<file path="src/rtl/rv32i_pkg.sv">
// Shared RV32I definitions: data width, register-index width, ABI register
// indices and the ALU operation encodings used by decode and datapath alike.
package rv32i_pkg;

   localparam int XLEN      = 32;
   localparam int REG_IDX_W = 5;

   localparam logic [REG_IDX_W-1:0] REG_ZERO = 5'd0;
   localparam logic [REG_IDX_W-1:0] REG_RA   = 5'd1;
   localparam logic [REG_IDX_W-1:0] REG_SP   = 5'd2;
   localparam logic [REG_IDX_W-1:0] REG_GP   = 5'd3;

   typedef enum logic [1:0] {
      ALU_XOR = 2'b00,
      ALU_OR  = 2'b01,
      ALU_AND = 2'b10
   } alu_type_e;

   function automatic logic [XLEN-1:0] alu_apply(input alu_type_e op,
                                                 input logic [XLEN-1:0] a,
                                                 input logic [XLEN-1:0] b);
      logic [XLEN-1:0] res;
      case (op)
         ALU_XOR: res = a ^ b;
         ALU_OR:  res = a | b;
         ALU_AND: res = a & b;
         default: res = {XLEN{1'b0}};
      endcase
      return res;
   endfunction

endpackage

</file>
<file path="src/rtl/reg_file_read_port.sv">
// One register-file read port: x0 forcing, write-first bypass and an optional
// output register selected by REG_READ.
module reg_file_read_port
   import rv32i_pkg::*;
#(
   parameter int XLEN     = rv32i_pkg::XLEN,
   parameter int REG_READ = 0
) (
   input  logic                 clk,
   input  logic                 rst_n,
   input  logic [REG_IDX_W-1:0] rs_addr,
   input  logic [XLEN-1:0]      reg_data,
   input  logic                 wr_en,
   input  logic [REG_IDX_W-1:0] wr_addr,
   input  logic [XLEN-1:0]      wr_data,
   output logic [XLEN-1:0]      rs_data
);

   logic [XLEN-1:0] sel_s;
   logic [XLEN-1:0] data_r;

   // Select x0 zero, bypassed write data, or stored contents.
   always_comb begin
      sel_s = reg_data;
      if (rs_addr == REG_ZERO) begin
         sel_s = {XLEN{1'b0}};
      end else if (wr_en && (wr_addr == rs_addr)) begin
         sel_s = wr_data;
      end else begin
         sel_s = reg_data;
      end
   end

   // Output register; only observed when REG_READ is set.
   always_ff @(posedge clk or negedge rst_n) begin
      if (!rst_n) begin
         data_r <= {XLEN{1'b0}};
      end else begin
         data_r <= sel_s;
      end
   end

   assign rs_data = (REG_READ != 0) ? data_r : sel_s;

endmodule

</file>
<file path="src/rtl/reg_file_rv32i.sv">
// RV32I integer register file: 31 stored registers (x0 hardwired to zero),
// two bypassed read ports, one qualified write port and a raw debug read.
module reg_file_rv32i
   import rv32i_pkg::*;
#(
   parameter int              XLEN     = rv32i_pkg::XLEN,
   parameter logic [XLEN-1:0] SP_RESET = 32'h0000_0000,
   parameter int              REG_READ = 0
) (
   input  logic                 clk,
   input  logic                 rst_n,
   input  logic [REG_IDX_W-1:0] rs1_addr,
   input  logic [REG_IDX_W-1:0] rs2_addr,
   input  logic [REG_IDX_W-1:0] rd_addr,
   input  logic [XLEN-1:0]      rd_data,
   input  logic                 rd_we,
   input  logic                 rd_valid,
   output logic [XLEN-1:0]      rs1_data,
   output logic [XLEN-1:0]      rs2_data,
   input  logic [REG_IDX_W-1:0] dbg_addr,
   output logic [XLEN-1:0]      dbg_data
);

   logic [XLEN-1:0] regs_r [1:31];
   logic [XLEN-1:0] rd_vec_s [0:31];
   logic            we_s;

   assign we_s = rd_we & rd_valid & (rd_addr != REG_ZERO);

   // Storage update: reset values, then qualified writes to x1..x31.
   always_ff @(posedge clk or negedge rst_n) begin
      if (!rst_n) begin
         for (int i = 1; i < 32; i++) begin
            regs_r[i] <= (REG_IDX_W'(i) == REG_SP) ? SP_RESET : {XLEN{1'b0}};
         end
      end else begin
         for (int i = 1; i < 32; i++) begin
            if (we_s && (rd_addr == REG_IDX_W'(i))) begin
               regs_r[i] <= rd_data;
            end
         end
      end
   end

   // Full 32-entry view so every 5-bit index lands in range; entry 0 is zero.
   always_comb begin
      rd_vec_s[0] = {XLEN{1'b0}};
      for (int i = 1; i < 32; i++) begin
         rd_vec_s[i] = regs_r[i];
      end
   end

   assign dbg_data = rd_vec_s[dbg_addr];

   reg_file_read_port #(
      .XLEN     (XLEN),
      .REG_READ (REG_READ)
   ) u_port1 (
      .clk      (clk),
      .rst_n    (rst_n),
      .rs_addr  (rs1_addr),
      .reg_data (rd_vec_s[rs1_addr]),
      .wr_en    (we_s),
      .wr_addr  (rd_addr),
      .wr_data  (rd_data),
      .rs_data  (rs1_data)
   );

   reg_file_read_port #(
      .XLEN     (XLEN),
      .REG_READ (REG_READ)
   ) u_port2 (
      .clk      (clk),
      .rst_n    (rst_n),
      .rs_addr  (rs2_addr),
      .reg_data (rd_vec_s[rs2_addr]),
      .wr_en    (we_s),
      .wr_addr  (rd_addr),
      .wr_data  (rd_data),
      .rs_data  (rs2_data)
   );

endmodule

</file>
<file path="config.mk">
export PLATFORM = sky130hd
export DESIGN_NAME = reg_file_rv32i
export DESIGN_NICKNAME = d
export VERILOG_FILES = /design/src/rtl/rv32i_pkg.sv /design/src/rtl/reg_file_read_port.sv /design/src/rtl/reg_file_rv32i.sv
export SDC_FILE = /design/constraint.sdc
export NUM_CORES = 2
export LEC_CHECK = 0
export CORE_MARGIN = 2
export CORE_UTILIZATION = 25
export DETAILED_ROUTE_END_ITERATION = 10
export DONT_BUFFER_PORTS = 1
export SLEW_MARGIN = 20
export SYNTH_ARGS = -nofsm -noshare
export SYNTH_HDL_FRONTEND = slang
export SYNTH_HIERARCHICAL = 1
export SYNTH_SLANG_ARGS = --single-unit
</file>
<file path="constraint.sdc">
create_clock -name clk -period 2.3 [get_ports clk]
set_clock_uncertainty 0.2 [all_clocks]
set_input_delay 0.23 -clock clk [delete_from_list [all_inputs] [get_ports clk]]
set_output_delay 0.23 -clock clk [all_outputs]
set_load 0.03 [all_outputs]
</file>
== After elaboration in Yosys (flattened, before gate mapping) ==
Cells that the tools add are included.

* Register bits: 992
* Logic and storage cells: 121
* Bits of input ports: 56
* Output and inout bits: 96

* Reduce and logical (&&, ||, !) cells: 36
* Mux-type cells: 13
* Eq/ne operators: 33
* Magnitude comparators: 3
* Bitwise operators: 5

{| class="wikitable"
|+ Operator list
! cell !! number
|-
| binary-select mux 32 bit (select 5 bit) || 3
|-
| two-way mux 32 bit || 10
|-
| equality test 5 bit, second input constant || 16
|-
| equality test 5 x 4 -> 1 bit, second input constant || 8
|-
| logical AND 1 bit || 33
|-
| equality test 5 x 3 -> 1 bit, second input constant || 4
|-
| greater-or-equal comparator 6 bit, second input constant || 3
|-
| NOT 5 -> 6 bit || 3
|-
| equality test 5 x 2 -> 1 bit, second input constant || 2
|-
| equality test 5 bit || 2
|-
| logical NOT 5 bit || 2
|-
| equality test 5 x 1 -> 1 bit, second input constant || 1
|-
| nonzero test 5 bit || 1
|-
| AND 1 bit || 2
|}

== Longest topological paths before layout ==
* Depth after elaboration: 6
* Depth in mapped cells: 11
* Mapped depth without buffers: 6

== Modules after synthesis ==
Netlist, hierarchy kept.

{| class="wikitable"
|+ By module, submodules not included
! module !! times used !! area an instance (um2) !! cells each
|-
| reg_file_rv32i || 1 || 61308.8 || 4292
|-
| reg_file_read_port || 2 || 645.6 || 123
|}

== Least setup slack after synthesis ==
No wires, ideal clock.

* Kind: input to output
* Start: input port rs2_addr[0]
* End: output port rs2_data[23]
* Cell stages on the path: 11
* Buffers on the path: 5
* Setup slack: -0.330 ns
* Arrival: 2.200 ns
* Data required time: 1.870 ns
* Cells stage by stage: buf_2 -> buf_6 -> buf_6 -> buf_6 -> buf_6 -> mux2i_1 -> o22ai_1 -> a211oi_1 -> o31ai_1 -> nand2_1 -> o21ai_0

* Cells in the longest elaborated chain, start to end: 6

{| class="wikitable"
|+ Ends and longest elaborated chain
! item !! RTL line !! text
|-
| start, declared || reg_file_rv32i.sv:13 || <nowiki>input logic [REG_IDX_W-1:0] rs2_addr,</nowiki>
|-
| NOT 5 -> 6 bit (not written as such) || reg_file_rv32i.sv:76 || <nowiki>.reg_data (rd_vec_s[rs2_addr]),</nowiki>
|-
| binary-select mux 32 bit (select 5 bit) || reg_file_rv32i.sv:76 ||
|-
| two-way mux 32 bit (not written as such) (2 in a row) || reg_file_rv32i.sv:76 ||
|-
| two-way mux 32 bit || reg_file_read_port.sv:27 || <nowiki>end else if (wr_en && (wr_addr == rs_addr)) begin</nowiki>
|-
| two-way mux 32 bit * || reg_file_read_port.sv:25 || <nowiki>if (rs_addr == REG_ZERO) begin</nowiki>
|-
| end, declared || reg_file_rv32i.sv:19 || <nowiki>output logic [XLEN-1:0] rs2_data,</nowiki>
|}

Mark *: on every way between the ends. The rest lies on a longest branch, timed or not. The select of a mux whose other input is x is not followed.

== Final worst setup path ==
* Start: input port rs1_addr[0]
* End: output port rs1_data[22]

* Cells in the longest elaborated chain, start to end: 6

{| class="wikitable"
|+ Ends and longest elaborated chain
! item !! RTL line !! text
|-
| start, declared || reg_file_rv32i.sv:12 || <nowiki>input logic [REG_IDX_W-1:0] rs1_addr,</nowiki>
|-
| NOT 5 -> 6 bit (not written as such) || reg_file_rv32i.sv:62 || <nowiki>.reg_data (rd_vec_s[rs1_addr]),</nowiki>
|-
| binary-select mux 32 bit (select 5 bit) || reg_file_rv32i.sv:62 ||
|-
| two-way mux 32 bit (not written as such) (2 in a row) || reg_file_rv32i.sv:62 ||
|-
| two-way mux 32 bit || reg_file_read_port.sv:27 ||
|-
| two-way mux 32 bit * || reg_file_read_port.sv:25 ||
|-
| end, declared || reg_file_rv32i.sv:18 || <nowiki>output logic [XLEN-1:0] rs1_data,</nowiki>
|}

Marks and branches as above.

==> flow_metrics.py <==
metrics = {
    "grt": {
        "gr-max-usage-layer": "met2",
        "grt_pass1_wl_um": 348000,
        "grt_pass1_vias": 48100,
        "met3_usage_pct": 3.31,
        "grt_max_degree": 292,
        "grt_antenna_before_repair": 5,
        "grtUsageMet1_pct": 21.4,
        "grt_remaining_overflow": 0,
        "grt_use_met2_pct": 30.7,
        "grtUsageTotal_pct": 18.4,
    },
    "route": {
        "drt-initial-drc-count": 4719,
        "viasPerCell": 5.61,
        "first_pass_iters": 5,
        "wl_per_cell_um": 29.8,
        "routed_wl_um": 247000,
        "drc": 0,
        "drtAntennaViolNets": 0,
        "vias": 46400,
    },
    "floorplan": {
        "start_util_pct": 25.2,
        "rows": 183,
        "die_h_um": 504,
        "die_w_um": 504,
        "core-area_um2": 249000,
        "die-area_um2": 254000,
        "io_pins": 152,
    },
    "synthesis": {
        "async_flop_share_pct": 100,
        "yosysSeqAreaShare_pct": 39.7,
        "synth_ff_type": "dfrtp_1",
        "synth.distinct_cells": 34,
        "syn_nets": 4594,
        "ys_warn_count": 6,
        "ys_ff_latch": 992,
        "synth_area_um2": 62600,
        "avgSynthCellArea_um2": 13.8,
        "synth_edf_count": 0,
        "synthesis.instances": 4538,
    },
    "timing": {
        "max_freq_mhz": 300,
        "tightest_slew_ps": 1490,
        "max_slew_margin_pct": 0.768,
        "fin_ws_ps": -1030,
        "min_period_over_period_pct": 145,
        "hold_viol": 162,
        "setup_viol": 96,
        "holdWs_ps": -1000,
        "slew_viol_final": 0,
        "rsz0062_at_grt": "true",
        "period_minus_slack_ps": 3330,
    },
    "clock_tree": {
        "cts.htree.levels": 3,
        "cts_root_buf": "clkbuf_16",
        "cts_buffer_depth": 3,
        "path_clk_slew_ps": 60,
        "clock-sinks": 992,
        "cts_made_buffers": 101,
        "clock_latency_ps": 720,
        "cts_tree": "built",
    },
    "finish": {
        "fin_nets": 4911,
        "largest_register_ffs": 992,
        "drive_above_1_share_pct": 57.8,
        "final_cell_area_um2": 79100,
        "nFillCells": 24300,
        "areaGrowthSynthToFinish_pct": 26.4,
    },
    "power_and_ir_drop": {
        "p_total_mw": 54.6,
        "p_per_area_nw_per_um2": 690,
        "p_leak_nw": 33.3,
        "peakVddDrop_mv": 0.626,
    },
    "setup_path": {
        "crit_arrival_ps": 2900,
        "start_kind": "input pin",
        "critPathKind": "in -> out",
        "cp.required_ps": 1870,
        "critPathCaptureType": "output pin",
        "cp_max_fo": 291,
    },
    "place": {
        "place_area_um2": 71100,
        "hpwl_um": 140000,
        "globalplace.congestion": 0.859,
        "io_buffers": 0,
    },
    "outcome": {
        "violations": "negative hold slack, negative setup slack",
        "status": "finished with violations",
    },
    "run": {
        "maxCapViolCount": 0,
    },
    "min_path": {
        "hp-class": "in -> async",
    },
}
[Yosys cell counts, types with 2 or more instances]
cell type	n	area (um^2)
a211oi_1	96	721
a22o_1	288	2520
and2_1	103	644
buf_1	15	56.3
buf_2	179	896
buf_4	38	285
buf_6	17	191
clkbuf_1	286	1070
dfrtp_1	992	24800
inv_1	3	11.3
mux2_2	1087	12200
mux2i_1	288	2880
mux4_2	576	13000
nand2_1	80	300
nand2b_1	5	31.3
nand3_1	3	15.0
nand4_1	64	400
nor2_1	30	113
nor2b_1	14	87.6
nor3_1	3	15.0
nor4_4	2	42.5
o21ai_0	44	220
o21ai_1	116	581
o22ai_1	96	601
o31ai_1	96	721
xnor2_1	2	17.5
xor2_1	8	70.1
[worst paths after layout]
kind,start,end,slack [ps],depth (start not counted)
min in group clk,rd_addr[1],rd_vec_s[812],20,4
max,rs1_addr[0],rs1_data[22],-1030,10
max in group asynchronous,rst_n,rd_vec_s[888],200,13
min,rst_n,rd_vec_s[938],-1000,0
max reg2reg,rd_vec_s[467],rd_vec_s[467],630,3
min reg2reg,rd_vec_s[301],rd_vec_s[301],340,1
[area by class of cell]
type | count | area, um^2 | share of cell area [%]
Antenna cell | 4 | 10.0 | 0.0126
Clock buffer | 142 | 2980 | 3.76
Clock inverter | 49 | 736 | 0.930
Inverter | 3 | 11.3 | 0.0142
Multi-Input combinational cell | 3008 | 37600 | 47.5
Sequential cell | 992 | 24800 | 31.4
Tap cell | 3330 | 4170 | 5.26
Timing Repair Buffer | 749 | 8810 | 11.1
[stage by stage]
| step | utilization, % | cells | setup slack (ps) | setup TNS [ps] |
|---|---|---|---|---|
| after floorplan | - | 4538 | -111 | -111 |
| after global placement | 28.5 | 7923 | -1380 | -490810 |
| after detailed placement | 28.6 | 7925 | -1780 | -687030 |
| after CTS | 31.3 | 8229 | -872 | -157670 |
| after global routing | 31.8 | 8277 | -931 | -72350 |
| final | 31.8 | 8277 | -1030 | -71080 |
[layout by cell type (no fill, tap or decap), drive strengths merged]
cell | netlist | layout
a211oi | 96 | 96
a21oi | 1 | 1
a22o | 288 | 288
and2 | 103 | 103
and3 | 1 | 1
and3b | 1 | 1
buf | 249 | 665
bufbuf | 0 | 3
bufinv | 0 | 18
clkbuf | 286 | 161
clkinv | 0 | 25
clkinvlp | 0 | 4
dfrtp | 992 | 992
diode | 0 | 4
dlygate4sd3 | 0 | 62
inv | 3 | 5
mux2 | 1088 | 1088
mux2i | 288 | 288
mux4 | 576 | 576
nand2 | 80 | 80
nand2b | 5 | 5
nand3 | 3 | 3
nand4 | 64 | 64
nor2 | 30 | 30
nor2b | 14 | 14
nor3 | 3 | 3
nor3b | 1 | 1
nor4 | 2 | 2
nor4b | 1 | 1
o21ai | 160 | 160
o22ai | 96 | 96
o31ai | 96 | 96
or2 | 1 | 1
xnor2 | 2 | 2
xor2 | 8 | 8
[critical path, stage by stage]
cell and delay, ps:
nor2b_4 400, buf_12 270, buf_4 190, buf_12 140, a22o_1 140, a211oi_1 100, o31ai_4 350, nand2_1 120
o21ai_2 190, buf_12 140
[where the power goes]
group	internal (mW)	switching [mW]	total (mW)
Clock	11.1	7.73	18.8
Combinational	8.10	5.89	14.0
Sequential	19.7	2.09	21.8
[repair_timing]
action                     4_1_cts  5_1_grt
setup buffers                   39       22
hold endpoints to repair      1438      323
hold buffers                    94        8
cloned                           5       23
resized for setup              309      103
pin swaps                      217      149
setup endpoints to repair      414      415
[metal layers]
layer / vias up / part of all wire, %
li1: 18700 / -
met1: 24600 / 36
met2: 2440 / 48
met3: 733 / 7.4
met4: 0 / 7.9
met5: - / 0
[cells by family (layout without fill, tap and decap cells)]
kind of cell / count (synthesis) / in the layout / synth area share [%]
XOR/XNOR: 10 / 10 / 0.140
multiplexers: 1952 / 1952 / 44.9
other: 0 / 4 / 0
flip-flops: 992 / 992 / 39.7
buffers and inverters: 538 / 943 / 4.02
AO/OA/AOI/OAI: 737 / 737 / 8.58
AND/OR/NAND/NOR: 309 / 309 / 2.71
Note: power is estimated with default switching activity, not from simulation.
